### config.mk
export PLATFORM = sky130hd
export DESIGN_NAME = regfile_mp_seqclr
export DESIGN_NICKNAME = d
export VERILOG_FILES = /design/src/rtl/regfile_mp_seqclr.sv
export SDC_FILE = /design/constraint.sdc
export NUM_CORES = 1
export LEC_CHECK = 0
export CAP_MARGIN = 10
export CORE_MARGIN = 2
export CORE_UTILIZATION = 44
export DETAILED_ROUTE_END_ITERATION = 7
export MAX_ROUTING_LAYER = met4
export RECOVER_POWER = 25
export SLEW_MARGIN = 15
export SYNTH_ARGS = -nofsm -noshare
export SYNTH_HDL_FRONTEND = slang
export SYNTH_SLANG_ARGS = --single-unit
export TNS_END_PERCENT = 100
### constraint.sdc
create_clock -name clk -period 3.5 [get_ports clk]
set_input_delay 0.7 -clock clk [delete_from_list [all_inputs] [get_ports clk]]
set_output_delay 0.7 -clock clk [all_outputs]
set_load 0.05 [all_outputs]
### src/rtl/regfile_mp_seqclr.sv
// Multi-read-port register file with write->read bypass and a one-entry-per-cycle clear
// engine that runs after reset and on every flush request.
module regfile_mp_seqclr #(
  parameter int XLEN     = 32,
  parameter int NREGS    = 32,
  parameter int AW       = 5,
  parameter int NRD      = 2,
  parameter int ZERO_REG = 1
) (
  input  logic              clk,
  input  logic              rst,
  input  logic              clr,
  output logic              busy,
  input  logic              we,
  input  logic [AW-1:0]     waddr,
  input  logic [XLEN-1:0]   wdata,
  input  logic [NRD-1:0]    rd_en,
  input  logic [NRD*AW-1:0] rd_addr,
  output logic [NRD*XLEN-1:0] rd_data,
  output logic [NRD-1:0]    rd_valid,
  output logic [XLEN-1:0]   wb_data,
  output logic [AW-1:0]     wb_addr
);

  localparam int PW = (NREGS > 1) ? $clog2(NREGS) : 1;
  localparam logic [PW-1:0] LAST_PTR = PW'(NREGS - 1);
  localparam logic [AW:0]   NREGS_L  = (AW + 1)'(NREGS);

  typedef enum logic [0:0] {ST_IDLE = 1'b0, ST_CLEAR = 1'b1} state_t;

  state_t              state_r, state_n;
  logic [PW-1:0]       ptr_r, ptr_n;
  logic                busy_r;
  logic [XLEN-1:0]     mem_r [NREGS];
  logic                wr_ok_s, arr_we_s, clr_wr_s;
  logic [XLEN-1:0]     rd_val_s [NRD];
  logic [NRD*XLEN-1:0] rd_data_r;
  logic [NRD-1:0]      rd_valid_r;
  logic [XLEN-1:0]     wb_data_r;
  logic [AW-1:0]       wb_addr_r;

  // A flush arriving together with a write wins; out-of-range writes are dropped entirely.
  assign wr_ok_s  = (state_r == ST_IDLE) && !clr && we && ({1'b0, waddr} < NREGS_L);
  assign arr_we_s = wr_ok_s && !((ZERO_REG != 0) && (waddr == {AW{1'b0}}));
  assign clr_wr_s = (state_r == ST_CLEAR) && !clr && !rst;

  // Clear engine next-state and pointer
  always_comb begin
    state_n = state_r;
    ptr_n   = ptr_r;
    case (state_r)
      ST_IDLE: begin
        if (clr) begin
          state_n = ST_CLEAR;
          ptr_n   = {PW{1'b0}};
        end else begin
          state_n = ST_IDLE;
        end
      end
      ST_CLEAR: begin
        if (clr) begin
          ptr_n = {PW{1'b0}};
        end else if (ptr_r == LAST_PTR) begin
          state_n = ST_IDLE;
          ptr_n   = {PW{1'b0}};
        end else begin
          ptr_n = ptr_r + PW'(1);
        end
      end
      default: begin
        state_n = ST_CLEAR;
        ptr_n   = {PW{1'b0}};
      end
    endcase
  end

  // Clear engine state register; busy tracks the registered state
  always_ff @(posedge clk) begin
    if (rst) begin
      state_r <= ST_CLEAR;
      ptr_r   <= {PW{1'b0}};
      busy_r  <= 1'b1;
    end else begin
      state_r <= state_n;
      ptr_r   <= ptr_n;
      busy_r  <= (state_n == ST_CLEAR);
    end
  end

  // Storage array: the clear engine owns the write port while active
  always_ff @(posedge clk) begin
    if (clr_wr_s) begin
      mem_r[ptr_r] <= {XLEN{1'b0}};
    end else if (arr_we_s) begin
      mem_r[waddr[PW-1:0]] <= wdata;
    end
  end

  // Per-port read value with zero-register, range and write-first bypass handling
  always_comb begin
    for (int p = 0; p < NRD; p++) begin
      rd_val_s[p] = {XLEN{1'b0}};
      if ((ZERO_REG != 0) && (rd_addr[p*AW +: AW] == {AW{1'b0}})) begin
        rd_val_s[p] = {XLEN{1'b0}};
      end else if (!({1'b0, rd_addr[p*AW +: AW]} < NREGS_L)) begin
        rd_val_s[p] = {XLEN{1'b0}};
      end else if (wr_ok_s && (waddr == rd_addr[p*AW +: AW])) begin
        rd_val_s[p] = wdata;
      end else begin
        rd_val_s[p] = mem_r[rd_addr[p*AW +: PW]];
      end
    end
  end

  // Registered read ports; data holds when a port is not read
  always_ff @(posedge clk) begin
    if (rst) begin
      rd_data_r  <= {(NRD*XLEN){1'b0}};
      rd_valid_r <= {NRD{1'b0}};
    end else begin
      for (int p = 0; p < NRD; p++) begin
        if ((state_r == ST_IDLE) && rd_en[p]) begin
          rd_valid_r[p]              <= 1'b1;
          rd_data_r[p*XLEN +: XLEN]  <= rd_val_s[p];
        end else begin
          rd_valid_r[p] <= 1'b0;
        end
      end
    end
  end

  // Writeback echo of the last accepted write
  always_ff @(posedge clk) begin
    if (rst) begin
      wb_data_r <= {XLEN{1'b0}};
      wb_addr_r <= {AW{1'b0}};
    end else if (wr_ok_s) begin
      wb_data_r <= wdata;
      wb_addr_r <= waddr;
    end
  end

  assign busy     = busy_r;
  assign rd_data  = rd_data_r;
  assign rd_valid = rd_valid_r;
  assign wb_data  = wb_data_r;
  assign wb_addr  = wb_addr_r;

endmodule

---- Yosys cells after proc, flatten, opt, wreduce, memory -nomap -nowiden ----
Memories as Yosys holds them, arrays and structs flattened.
Cells that the tools add are included.
cells by class
  add/sub/neg operators ................... 1
  equal/unequal tests ..................... 4
  mux-type cells .......................... 22
  bitwise gates (word level) .............. 1
  reduce and logical (&&, ||, !) cells .... 16
operator list
  cell                 count
  $mux 32              5
  $reduce_or 32->1     1
  $mux 5               4
  $logic_not 5->1      3
  $mux 1               11
  $eq 5x5->1           2
  $pmux 5 s2           1
  $logic_and 1x1->1    9
  $add 5x1->5 const B  1
  $eq 5x5->1 const B   1
  $logic_not 1->1      3
  $ne 2x2->1 const B   1
  $pmux 1 s2           1
  $not 1->1            1
word-level totals
  register bits ........................... 109
  memory bits (writable) .................. 1,024
  bits of input ports ..................... 53
  output and inout bits ................... 104
  word-level logic and storage cells ...... 52
  memories ................................ 1
memories
  memory  words  bits a word  read ports  clocked after Yosys merged registers in  write ports  RTL line  RTL
  mem_r   32     32           2           0                                        1            34        logic [XLEN-1:0] mem_r [NREGS];

---- Longest topological paths before layout ----
Gate-level depths: netlist of run 1.
  word-level depth ........................ 9
  mapped depth ............................ 9
  depth with buffers taken out ............ 7

---- Worst setup path after synthesis of run 1 ----
No wires, ideal clock.
  path type ............................... input to register
  start ................................... in waddr[4]
  end ..................................... mem mem_r[17][0] (enable)
  library setup time ...................... 421 ps
  arrival time ............................ 3,332 ps
  data required time ...................... 3,079 ps
  setup slack ............................. -253 ps
  stages .................................. 6
  buffers on the path ..................... 1
  cell sequence ........................... clkbuf_1 or4_1 nor2_1 nor2_1 o31a_1 nor2_1
between the ends
  word-level cells in the longest chain between the ends .. 8
  elaborated cells between the ends (all ways) .. 9
  those cells by class .................... mux (5); reduce/logical (4)
ends and longest elaborated chain
  item                                               RTL line  RTL
  from (decl)                                        15        input logic [AW-1:0] waddr,
  $logic_not 5->1                                    44        assign arr_we_s = wr_ok_s && !((ZERO_REG != 0) && (waddr == {AW{1'b0}}));
  $logic_not 1->1                                    44
  $logic_and 1x1->1                                  44
  $mux 1                                             94        end else if (arr_we_s) begin
  $mux 1                                             92        if (clr_wr_s) begin
  $mux 1 (not written as such)                       95        mem_r[waddr[PW-1:0]] <= wdata;
  $reduce_or 32->1 (no line)                         n/a
  $mux 5 (no line) / $mux 1 (equally long branches)  n/a
  to (decl)                                          34
Parallel ways exist; a longest one is shown, timed or not.

---- Worst setup path after layout of run 1 ----
  start ................................... in waddr[4]
  end ..................................... mem mem_r[3][14] (enable)
Same word-level chain as after synthesis.

==> results of run 1 <==
[cells in the final DEF (no fill, tap or decap), types with 3 or more instances in the layout]
cell,synthesis,layout
buf_8,0,4
a222oi_1,64,64
a21oi_1,104,102
a22oi_1,133,133
clkbuf_2,0,6
nor2b_4,0,6
buf_4,14,134
nor2_4,0,26
dlygate4sd3_1,0,63
clkbuf_8,0,8
o21ai_0,69,71
and2_1,36,19
clkdlybuf4s50_1,0,84
nor3_1,3,3
nor2_1,50,24
bufinv_16,0,5
clkinv_1,0,26
edfxtp_1,1024,1024
buf_12,0,95
xor2_1,10,10
and2_0,0,14
and3_1,3,3
dfxtp_1,109,109
clkinv_2,0,18
inv_1,3,3
and2_2,0,3
clkbuf_16,0,119
mux4_2,574,574
clkinvlp_4,0,4
clkbuf_1,119,46
nand2_1,217,217
[critical path, cell delays in order]
cell and delay [ps]:
dlygate4sd3_1 720, or4_1 640, nor2_1 140, nor2_1 90
o21ai_0 330, buf_12 200, nor2_1 70, clkbuf_2 490
[metal layers]
layer  GRT usage  routed length, um
met3      0.0448              13800
met2       0.444              78700
met5           -                  0
met1       0.371              61700
met4       0.107               6830
[area by class of cell]
| type | instances | area (um^2) |
|---|---|---|
| Sequential cell | 1133 | 32900 |
| Clock inverter | 59 | 435 |
| Fill cell | 9053 | 55300 |
| Antenna cell | 2 | 5.00 |
| Clock buffer | 162 | 3220 |
| Tap cell | 1524 | 1910 |
| Timing Repair Buffer | 400 | 4530 |
| Inverter | 3 | 11.3 |
| Multi-Input combinational cell | 1301 | 17400 |
[logic make-up (layout without fill, tap and decap cells)]
kind of cell	count (synthesis)	after routing	synth area share
other	0	2	0
buffers and inverters	227	624	0.0217
and+or+nand+nor	329	329	0.0276
muxes	577	577	0.253
DFF	1133	1133	0.644
adders and majority gates	2	2	0.000489
xor gates and xnor gates	10	10	0.00171
AOI/OAI and AO/OA	383	383	0.0508
[through the flow]
step | power [mW] | instance area [um^2] | cells | hold WS, ps
6_report | 28.1 | 60400 | 4584 | 453
5_1_grt | 28.9 | 60400 | 4582 | 473
4_1_cts | 28.3 | 60600 | 4582 | 440
3_5_place_dp | 16.5 | 56900 | 4361 | 449
3_3_place_gp | 16.5 | 56900 | 4361 | 443
2_1_floorplan | 15.8 | 51100 | 2661 | 531
[power by group]
part           leakage [nW]  switching, mW  internal, mW
Clock                  1.78           5.20          6.76
Combinational          7.34          0.908         0.702
Sequential             12.1         0.0105          14.5
[cells in the mapped netlist (all sizes together), types with 2 or more instances]
| library cell | number | area (um^2) |
|---|---|---|
| clkbuf | 119 | 447 |
| nand2 | 217 | 815 |
| nor3 | 3 | 15.0 |
| mux4 | 574 | 12900 |
| xor2 | 10 | 87.6 |
| o21ai | 71 | 355 |
| o32ai | 2 | 17.5 |
| buf | 105 | 653 |
| nor2 | 50 | 188 |
| nor4 | 2 | 27.5 |
| and2 | 36 | 225 |
| ha | 2 | 25.0 |
| and3 | 3 | 18.8 |
| inv | 3 | 11.3 |
| nor3b | 2 | 20.0 |
| edfxtp | 1024 | 30700 |
| a21boi | 3 | 22.5 |
| nand2b | 3 | 18.8 |
| a22oi | 133 | 998 |
| a222oi | 64 | 641 |
| mux2i | 2 | 20.0 |
| nand3 | 2 | 10.0 |
| a31oi | 4 | 25.0 |
| a21oi | 104 | 521 |
| dfxtp | 109 | 2180 |
| or2 | 2 | 12.5 |
| nor2b | 6 | 37.5 |
[registers in the layout, summed over array words and instances (netlist names)]
register and flops:
busy 1, mem_r 1024, ptr_r 5, rd_data 64, rd_valid 2, wb_addr 5
wb_data 32
[worst max-delay path by stage]
stage | from | end | slack (ps)
final | waddr[4] | mem_r[3][14] | 340
after floorplan | waddr[4] | mem_r[17][0] | -250
after global routing | waddr[4] | mem_r[22][5] | 310
after global placement | waddr[4] | mem_r[24][2] | 1
after detailed placement | waddr[4] | mem_r[11][14] | -5
after CTS | rd_data[37] | rd_data[37] | 600
==> flow_metrics.tcl, run 1 <==
set metrics [dict create \
    period_share 0.903 \
    hold_end "wb_data[21]" \
    dr_total_vias 30300 \
    tightest_slew_ps 1350 \
    cts_setup_buffers 0 \
    seq_area_frac_synth 0.644 \
    grt_max_degree 54 \
    fmax_ghz 0.316 \
    hp-start "wb_data[21]" \
    rows 125 \
    place_congestion 0.851 \
    cts_buffers 117 \
    synth-main-ff-cell "edfxtp_1" \
    nNetsFinal 3011 \
    reg2reg_depth 6 \
    synth_cells 2661 \
    endpoint_kind "flip-flop" \
    crit_path_start_kind "input pin" \
    yosys_register_bits 1133 \
    die_y_um 345 \
    dieArea_um2 119000 \
    ys_warn_count 0 \
    grt_pass1_wl_um 229000 \
    max_cap_viol_count 0 \
    r2r-start "busy" \
    start_util 0.442 \
    required_ps 3760 \
    via_per_inst 6.60 \
    pre_cts_ws_ps -4.74 \
    path_class "input pin to flip-flop" \
    synth_edf_count 1024 \
    antenna_found_initial 2 \
    min_period_ps 3160 \
    p_per_area_nw_per_um2 465 \
    finalSetupTns_ps 0 \
    rsz0062_at_grt "no" \
    outcome "finished, violations left" \
    fin_util 0.522 \
    arrival_ps 3420 \
    drive_gt1_frac 0.335 \
    ir_drop_mv 0.404 \
    chipWidth_um 345 \
    path_max_fanout 14 \
    port-buffer-count 156 \
    clk_latency_ps 720 \
    core_area_um2 116000 \
    area_growth_pct 18.2 \
    cts.sinks 1133 \
    cts_max_level 3 \
    finalHoldViolCount 0 \
    wl_per_cell_um 35.1 \
    async_flop_share 0 \
    clock-root-buffer "clkbuf_16" \
    violations "DRC" \
    hold_path.class "flip-flop to flip-flop" \
    grt_pass1_vias 31300 \
    cts_resized 0 \
    finalSetupViolCount 0 \
    dp_hpwl_um 104000 \
    syn-num-nets 2716 \
    ctsHoldBuffers 0 \
    drv_slew 0 \
    worstHoldPathCells 2 \
    clock_path_buffers 3 \
    post_synth_num_cell_types 41 \
    num_io_pins 157 \
    reg2reg_slack_ps 670 \
    setup_ws_ps 338 \
    clkTransAtPathRegs_ps 60 \
    drt-total-wl_um 161000 \
    drc 1 \
    drt_iter0_drc 4247 \
    ant_nets 0 \
    syn_avg_cell_area_um2 19.2 \
    relSlewSlack 0.101 \
    firstDrtPassIters 8 \
    grt_use_total 0.282 \
    overflow 0 \
    skew_ps 44.9 \
    netlist_area_um2 51100 \
    power_leakage_nw 21.2 \
    r2r_end "mem_r[3][14]" \
    cts_tree "built" \
]
(Power assumes the default switching activity.)
==> inputs of run 2 (changes only) <==
--- a/config.mk
+++ b/config.mk
@@ -5,13 +5,14 @@
 export SDC_FILE = /design/constraint.sdc
 export NUM_CORES = 1
 export LEC_CHECK = 0
+export ABC_CLOCK_PERIOD_IN_PS = 3500
 export CAP_MARGIN = 10
 export CORE_MARGIN = 2
 export CORE_UTILIZATION = 44
+export CTS_CLUSTER_SIZE = 30
 export DETAILED_ROUTE_END_ITERATION = 7
 export MAX_ROUTING_LAYER = met4
 export RECOVER_POWER = 25
-export SLEW_MARGIN = 15
 export SYNTH_ARGS = -nofsm -noshare
 export SYNTH_HDL_FRONTEND = slang
 export SYNTH_SLANG_ARGS = --single-unit
==> results of run 2 <==
Final layout, timing and power as in run 1 (identical DEF).
